<file path="config.mk">
export PLATFORM = sky130hd
export DESIGN_NAME = fetch_pc_sequencer
export DESIGN_NICKNAME = d
export VERILOG_FILES = /design/src/rtl/fetch_pc_sequencer_pkg.sv /design/src/rtl/fetch_pc_sequencer_next_pc_sel.sv /design/src/rtl/fetch_pc_sequencer.sv
export SDC_FILE = /design/constraint.sdc
export NUM_CORES = 1
export LEC_CHECK = 0
export ABC_AREA = 1
export CORE_MARGIN = 4
export CORE_UTILIZATION = 38
export CTS_CLUSTER_SIZE = 16
export DETAILED_ROUTE_END_ITERATION = 16
export GPL_TIMING_DRIVEN = 0
export PLACE_DENSITY = 0.77
export REMOVE_ABC_BUFFERS = 1
export SYNTH_ARGS = -nofsm -noshare
export SYNTH_HDL_FRONTEND = slang
export SYNTH_SLANG_ARGS = --single-unit
</file>
<file path="constraint.sdc">
create_clock -name clk -period 1.4 [get_ports clk]
set_input_delay 0.21 -clock clk [delete_from_list [all_inputs] [get_ports clk]]
set_output_delay 0.21 -clock clk [all_outputs]
set_load 0.02 [all_outputs]
</file>
<file path="src/rtl/fetch_pc_sequencer_pkg.sv">
// Shared fetch-sequencer types: FSM state encoding and default widths.
package fetch_pc_sequencer_pkg;

  localparam int unsigned PC_WIDTH_DEF = 32;

  typedef enum logic [1:0] {
    RESET,
    ISSUE,
    WAIT,
    HOLD
  } fetch_seq_e;

endpackage

</file>
<file path="src/rtl/fetch_pc_sequencer_next_pc_sel.sv">
// Next-PC select: redirect beats BTB prediction beats sequential PC+4.
module fetch_pc_sequencer_next_pc_sel
  import fetch_pc_sequencer_pkg::*;
#(
  parameter int unsigned PC_WIDTH = PC_WIDTH_DEF
) (
  input  logic                redirect_valid,
  input  logic [PC_WIDTH-1:0] redirect_pc,
  input  logic                btb_hit,
  input  logic [PC_WIDTH-1:0] btb_pc,
  input  logic [PC_WIDTH-1:0] pc,
  output logic [PC_WIDTH-1:0] next_pc
);

  always_comb begin
    next_pc = pc + PC_WIDTH'(4);
    priority case (1'b1)
      redirect_valid: next_pc = redirect_pc & ~PC_WIDTH'(3);
      btb_hit:        next_pc = btb_pc;
      default:        next_pc = pc + PC_WIDTH'(4);
    endcase
  end

endmodule

</file>
<file path="src/rtl/fetch_pc_sequencer.sv">
// Fetch sequencer: PC register, single-outstanding imem request FSM,
// stale-response drop and decode-facing output registers.
module fetch_pc_sequencer
  import fetch_pc_sequencer_pkg::*;
#(
  parameter int unsigned          PC_WIDTH     = PC_WIDTH_DEF,
  parameter logic [PC_WIDTH-1:0]  RESET_VECTOR = '0
) (
  input  logic                clk,
  input  logic                rst,
  output logic [PC_WIDTH-1:0] pc,
  input  logic                btbHit,
  input  logic [PC_WIDTH-1:0] btbPredictedPc,
  input  logic                redirectValid,
  input  logic [PC_WIDTH-1:0] redirectPc,
  input  logic                decodeStall,
  output logic                imemReq,
  output logic [PC_WIDTH-1:0] imemAddr,
  input  logic                imemReqReady,
  input  logic                imemRspValid,
  input  logic [31:0]         imemRspData,
  output logic                fetchValid,
  output logic [PC_WIDTH-1:0] fetchPc,
  output logic [31:0]         fetchInsn,
  output logic                fetchPredTaken
);

  fetch_seq_e          state_q, state_d;
  logic [PC_WIDTH-1:0] pc_q, pc_d;
  logic                drop_q, drop_d;
  logic                fv_q, fv_d;
  logic [PC_WIDTH-1:0] fpc_q, fpc_d;
  logic [31:0]         finsn_q, finsn_d;
  logic                fpred_q, fpred_d;
  logic [PC_WIDTH-1:0] sel_pc;
  logic                accept;
  logic                redir;

  fetch_pc_sequencer_next_pc_sel #(
    .PC_WIDTH(PC_WIDTH)
  ) u_sel (
    .redirect_valid(redirectValid),
    .redirect_pc   (redirectPc),
    .btb_hit       (btbHit),
    .btb_pc        (btbPredictedPc),
    .pc            (pc_q),
    .next_pc       (sel_pc)
  );

  assign accept = (state_q == ISSUE) && imemReqReady;
  assign redir  = redirectValid && (state_q != RESET);

  always_comb begin
    state_d = state_q;
    pc_d    = pc_q;
    drop_d  = drop_q;
    fv_d    = fv_q;
    fpc_d   = fpc_q;
    finsn_d = finsn_q;
    fpred_d = fpred_q;
    if (fv_q && !decodeStall) fv_d = 1'b0;
    unique case (state_q)
      RESET: state_d = ISSUE;
      ISSUE: begin
        // a response seen here can only be the stale one being dropped
        if (drop_q && imemRspValid) drop_d = 1'b0;
        if (accept) state_d = WAIT;
      end
      WAIT: begin
        if (imemRspValid) begin
          if (drop_q) begin
            drop_d  = 1'b0;
            state_d = ISSUE;
          end else begin
            fv_d    = 1'b1;
            fpc_d   = pc_q;
            finsn_d = imemRspData;
            fpred_d = btbHit;
            pc_d    = sel_pc;
            state_d = decodeStall ? HOLD : ISSUE;
          end
        end
      end
      HOLD: if (!decodeStall) state_d = ISSUE;
      default: state_d = RESET;
    endcase
    if (redir) begin
      pc_d    = sel_pc;
      fv_d    = 1'b0;
      fpc_d   = fpc_q;
      finsn_d = finsn_q;
      fpred_d = fpred_q;
      state_d = ISSUE;
      drop_d  = ((state_q == WAIT) && !imemRspValid) ||
                ((state_q == ISSUE) &&
                 (accept || (drop_q && !imemRspValid)));
    end
  end

  always_ff @(posedge clk) begin
    if (rst) begin
      state_q <= RESET;
      pc_q    <= RESET_VECTOR;
      drop_q  <= 1'b0;
      fv_q    <= 1'b0;
      fpc_q   <= '0;
      finsn_q <= '0;
      fpred_q <= 1'b0;
    end else begin
      state_q <= state_d;
      pc_q    <= pc_d;
      drop_q  <= drop_d;
      fv_q    <= fv_d;
      fpc_q   <= fpc_d;
      finsn_q <= finsn_d;
      fpred_q <= fpred_d;
    end
  end

  assign pc             = pc_q;
  assign imemReq        = (state_q == ISSUE);
  assign imemAddr       = pc_q;
  assign fetchValid     = fv_q;
  assign fetchPc        = fpc_q;
  assign fetchInsn      = finsn_q;
  assign fetchPredTaken = fpred_q;

endmodule

</file>
==> results by group <==
Outcome
  • Status: finished, violations left
  • Failing checks: setup timing

CTS
  • CTS sink cnt: just over 100
  • CTS buffer count: 9
  • Hold Buf Count CTS: 0
  • Clk root buf: clkbuf_16
  • CTS clk-pin slew, worst paths: 0.07 ns
  • CTS tree: built
  • Maximum buffer depth of the clock tree: 2
  • Clock Latency Late Sink: between 0.3 and 0.4 ns
  • H-tree depth: 3

Pwr
  • Pwr Density: 1270 nW/um^2
  • Leakage: 4.02 nW
  • Switching pwr: 4.42 mW
  • Clock power share: roughly a quarter
  • VDD IR max: around 0.84 mV
  • Switch share: 38.6%
  • Internal power: around 7 mW
  • Sequential fraction of design power: between 30% and 40%
  • Comb power frac: between 40% and 50%

STA
  • Worst hold margin: between 0.4 and 0.5 ns
  • Fin worst setup slack: -0.268 ns
  • RSZ-0062 raised after global routing: true
  • Rel. slew slack: about three fifths
  • Final Max Slew Viols: 0
  • Hold Vio Cnt, Final: 0
  • Setup Viol. Count Final: 100
  • Clock Skews: just over 0.006 ns
  • Worst Tran Pin Value: about 0.58 ns
  • Period utilization: 119%
  • FMAX: 599 MHz
  • Post-layout min period: between 1.5 and 2 ns

GRT
  • Initial antenna violation count: 0
  • First-pass GRT wire length: approximately 33 mm
  • Vias in the first global route: approximately 5,900
  • Total GRT Usage: 26.2%
  • Largest net degree at the start of global routing: just under 60
  • Gr ovfl total: 0

Worst hold path
  • Hold crit path type: input port to flip-flop
  • Hold path endpoint: imemAddr[1]
  • Worst hold path stage count: 2
  • Hold Path Origin: rst

Synth
  • Number of distinct library cells after synthesis: 35
  • #FFs+latches synth: just over 100
  • Ys Warns: 0
  • Register area share after synthesis: 38.1%
  • Syn Inst Count: 740
  • Post-Synthesis Cell Area: roughly 5300 um^2
  • Synthesized area per cell: roughly 7 um^2

Floorplan
  • Chip width: approximately 130 um
  • Die area: approximately 16,000 um^2
  • Initial core utilization: around 39%
  • Row count: between 40 and 50
  • Die H: roughly 130 um
  • Core area: roughly 13,000 um^2
  • IO Pins: between 200 and 250

Placement
  • Final HPWL DP: 12.0 mm
  • Buffers on Ports: between 200 and 250
  • GP Congestion: approximately 0.83

Drt
  • Starting DRT DRC Count: about 400
  • Final ANT Viol Nets: 0
  • Via count: around 6,300
  • DRC viols: 0
  • WL/cell: 19.4 um
  • WL final: about 23 mm
  • Drt via density: around 5.4
  • Pre-Repair DR Iteration Count: 5

Final layout
  • Ant. Diodes: 0
  • Fin util: 67.3%
  • Layout cells sized above 1: between 20% and 30%
  • Area grow syn2layout: 70.9%
  • Fill cells: between 1,000 and 1,500
  • Nets: between 1,000 and 1,500

Setup path
  • Worst R2R Setup Slack: -0.27 ns
  • Startpoint types: flip-flop
  • Crit path capture type: flip-flop
  • Largest fanout on the critical path: 10
  • Worst EP arrival: a little under 2 ns
  • Origin of the worst setup path: state_q[0]
  • RR Startpoint: state_q[0]
  • Req. time, crit path: 1.68 ns
  • R2R cell count: 11
  • Reg-to-Reg End: fetchPc[5]
  • Type of the worst setup path: flip-flop to flip-flop

Flow run
  • Number of max-cap violations: 0
## Yosys cell counts, drive strengths merged
cell type	number	share of area [%]
nor2	169	14
nand2	112	8.7
o21ai	102	9.6
dfxtp	101	38
buf	59	8.2
a21oi	54	5.2
inv	42	3.0
nand3	36	3.5
a22o	27	4.5
clkbuf	12	0.85
ha	6	1.4
a31oi	4	0.47
or2	4	0.47
a22oi	2	0.28
xnor2	2	0.33
xor2	2	0.33
a211oi	1	0.14
and2	1	0.12
nand4	1	0.12
o2111ai	1	0.17
o211ai	1	0.14
o21bai	1	0.14
## area by class of cell
cell class	count	area, um^2	area share (%)
clock buffers	11	253	2.79
clock inverters	5	88.8	0.981
inverters	42	230	2.54
multi-input cells	535	3190	35.2
flip-flops and latches	101	2070	22.8
well taps	176	220	2.43
repair buffers	286	2870	31.7
repair inverters	9	143	1.57
## logic make-up after synthesis
family | count (synthesis) | synth area share [%]
adders and majority gates | 6 | 1.42
buffers and inverters | 113 | 12.0
DFF | 101 | 38.1
and+or+nand+nor | 323 | 27.1
xor gates and xnor gates | 4 | 0.661
AOI/OAI and AO/OA | 193 | 20.7
## power groups by stage
stage                     clock network, mW  registers, mW  logic (mW)
after floorplan                           0           4.38        1.03
after global placement                    0           3.82        3.36
after detailed placement                  0           3.83        3.41
after CTS                              2.94           3.80        4.27
after global routing                   3.08           3.91        4.98
final                                  2.91           3.84        4.72
## critical path: stages (launching register included)
cell	delay (ns)
dfxtp_4	0.36
inv_4	0.07
ha_4	0.14
inv_4	0.04
nor2_4	0.12
nand2_4	0.09
nor2_4	0.11
buf_12	0.14
buf_4	0.12
buf_12	0.13
o21ai_0	0.07
a21oi_1	0.18
## layout by cell type (no fill, tap or decap), drive strengths merged, types with 6 or more instances in the layout
master | netlist | routed
nor2 | 169 | 176
nand2 | 112 | 114
o21ai | 102 | 102
dfxtp | 101 | 101
clkdlybuf4s50 | 0 | 97
dlygate4sd2 | 0 | 95
buf | 59 | 55
a21oi | 54 | 54
inv | 42 | 50
nand3 | 36 | 36
clkbuf | 12 | 31
a22o | 27 | 27
clkdlybuf4s15 | 0 | 19
ha | 6 | 6
## worst max-delay path by stage
stage / end / slack, ns
finish: fetchPc[5] / -0.27
global route: fetchPc[23] / -0.33
detailed placement: imemAddr[5] / -1.71
CTS: fetchPc[6] / -0.28
global placement: fetchInsn[13] / -3.30
floorplan: fetchInsn[0] / -1.06
## per-stage QoR
step / cells / power, mW / cell area (um^2) / TNS [ns] / worst slack, ns
detailed placement: 1078 / 7.25 / 7390 / -131.98 / -1.71
floorplan: 669 / 5.40 / 4820 / -82.00 / -1.06
global route: 1165 / 12.0 / 9060 / -24.94 / -0.328
CTS: 1148 / 11.0 / 8730 / -17.40 / -0.277
finish: 1165 / 11.5 / 9060 / -19.74 / -0.268
global placement: 1076 / 7.18 / 7350 / -284.06 / -3.30
## registers in the layout, indices dropped and copies added (netlist names)
name,count
fetchPredTaken,1
fetchValid,1
state_q,2
drop_q,1
imemAddr,32
fetchInsn,32
fetchPc,32
## routing by layer
metal,wire length [um],global-route usage (%),vias up,part of all wire (%)
met2,10800,43.3,335,48
met5,0,0,-,0
li1,-,-,2920,-
met4,547,8.45,0,2.4
met1,9320,33.8,2954,41
met3,1900,6.14,44,8.4
## repair_timing
item	in CTS	in global routing
resized for setup	330	105
endpoints found under the setup margin	232	134
cloned	18	6
buffers inserted	36	14
pin swaps	49	14
Note: power is estimated with default switching activity, not from simulation.
==> RTL edit: new RTL, config.mk and constraints unchanged <==
Put one more register stage on the output `fetchPredTaken`, cleared by the reset. The value now appears one clock later. The other outputs are not delayed to match.
--- a/src/rtl/fetch_pc_sequencer.sv
+++ b/src/rtl/fetch_pc_sequencer.sv
@@ -123,7 +123,13 @@
   assign fetchValid     = fv_q;
   assign fetchPc        = fpc_q;
   assign fetchInsn      = finsn_q;
-  assign fetchPredTaken = fpred_q;
+  always_ff @(posedge clk) begin
+    if (rst) begin
+      fetchPredTaken <= '0;
+    end else begin
+      fetchPredTaken <= fpred_q;
+    end
+  end
 
 endmodule
 
Function: changed (a bounded check fails within 4 cycles, from zero or initial values and one cycle with rst high).
==> RTL edit against the original RTL <==
The flow still finishes with violations (negative setup slack); non-clock buffer count decreased by 5; worst hold slack better by 33 ps; total power up 0.52%; fmax rose by 0.46%; clock skew rose by 2.5 ps; synthesized cell count did not move; sequential share of layout area fell by 0.72 points; synthesized area fell by 2.3%; sequential cell count rose by 1; setup slack better by 7.7 ps; final area rose by 4.9%; routed wire length increased by 6.4%; highest routed layer unchanged.
==> RTL edit: results (changes against the original RTL) <==
Layout
  – # nets final: 1100 (+0.64%)
  – Inserted Diodes: 0 (unchanged)
  – Share of layout cells above drive strength 1: 0.324 (+0.0479)

Clock network
  – Worst-skew pair later-pin latency: 350 ps
  – Num CTS Buffers: 9 (unchanged)
  – Root Driver: clkbuf_16
  – CTS clk-pin slew, worst paths: 70 ps (about the same)
  – Clock Path Buffers: 2 (unchanged)

Setup path
  – WP data arrival: roughly 2000 ps
  – FF-to-FF path depth: 10 (-1)
  – Worst Setup EP: fetchPc[6]
  – Reg2reg start: state_q[0]
  – Max incr delay on CP: 370 ps
  – Slowest-stage cell, CP: dfxtp_4
  – Worst-path fanout max: 8 (-2)
  – Worst path top cell family by delay: buffers and inverters
  – WS Path Type: reg2reg

STA
  – Setup TNS: -16620 ps (+3130 ps)
  – Fin Clk Skew: 8.69 ps (+2.46 ps)
  – Final hold vios: 0 (unchanged)
  – Slew @ Worst Pin: 654 ps (+78.2 ps)
  – Setup ws final: -260 ps (+7.68 ps)
  – Setup Viol. Count Final: 101 (+1.0%)

Min path
  – Hold path cells: 3 (+1)
  – Hold endpoint: imemAddr[3]
  – HP Start: btbPredictedPc[3]

Power
  – Combinational Power Share: 0.440 (+0.029)
  – Max VDD drop: 0.757 mV (-9.6%)
  – Switching portion of total power: 0.403 (+0.0172)
  – Leak: 4.14 nW (+2.8%)
  – Reg power frac: 0.343 (+0.008)

Yosys
  – Seq/Total Area, Yosys: 0.394 (+0.0127)
  – Cell variety after synth: 34 (-2.9%)
  – Syn. warnings: 0 (unchanged)
  – Synth top cells by count: nor2_1 (156), nand2_1 (105), dfxtp_1 (102)
  – Main area contributors after synthesis: dfxtp_1 (39%), nor2_1 (11%), o21ai_0 (9.2%)

Place
  – Global placement routability congestion: 0.837 (+0.60%)
  – Pre-CTS setup slack: -2130 ps (-420 ps)
  – Port Buf Inserts: 231 (unchanged)
  – Dpl hpwl: 11.6 mm (-3.2%)

Global routing
  – First-pass GRT wire length: 35.8 mm (+9.2%)
  – Largest net degree at the start of global routing: 38 (-36%)
  – GRT Total Usage: 0.292 (+0.0299)
  – Vias in the first global route: 6073 (+2.4%)
  – Initial antenna violation count: 0 (unchanged)

Route
  – Initial DRC count: 576 (+45%)
  – WL final: 24.1 mm (+6.4%)
  – Vias post-DR: 6340 (+1.4%)
  – Detailed Routing Iterations Pass 1: 5 (unchanged)

Run status
  – Outcome: finished with violations
  – Failing checks: negative setup slack
RTL edit: final cells by class:
class,count,area [um2]
Inverter,43,216
Sequential cell,102,2100
Tap cell,176,220
Timing Repair Buffer,281,2820
Fill cell,1047,3800
Timing Repair inverter,21,340
Multi-Input combinational cell,533,3530
Clock buffer,12,236
Clock inverter,2,35.0
RTL edit: cell families after synthesis:
family                     count (synthesis)  share of synthesized area
buffers and inverters                    114                      0.114
DFF                                      102                      0.394
adders and majority gates                  6                     0.0145
AOI/OAI and AO/OA                        193                      0.211
xor gates and xnor gates                   4                    0.00676
and+or+nand+nor                          321                      0.259
RTL edit: worst register-to-register path, cell delays in order (launching register included):
cell and delay, ps:
dfxtp_4 370, inv_6 70, ha_4 130, inv_2 40, nor2_4 150, nand3_4 190, buf_12 240, buf_12 150
inv_12 80, o21ai_2 70, a21oi_2 110
RTL edit: layer usage:
| layer | routed length [um] | global-route usage | vias up | part of all wire |
|---|---|---|---|---|
| met5 | 0 | 0 | - | 0 |
| met4 | 845 | 0.107 | 0 | 0.035 |
| met3 | 2100 | 0.0583 | 67 | 0.087 |
| met2 | 11800 | 0.497 | 388 | 0.49 |
| met1 | 9280 | 0.364 | 2931 | 0.39 |
| li1 | - | - | 2954 | - |
RTL edit: per-stage QoR:
step	instance area (um2)	hold WS [ps]	power, mW	std cells
floorplan	4750	279	5.47	669
global placement	7280	420	7.23	1076
detailed placement	7310	437	7.28	1078
CTS	9010	411	11.0	1163
global route	9500	464	12.0	1170
finish	9500	435	11.5	1170
RTL edit: timing repair:
item	4_1_cts	5_1_grt
setup endpoints to repair	232	115
pin swaps	73	53
resized for setup	433	162
gates cloned	33	1
setup buffers	39	10
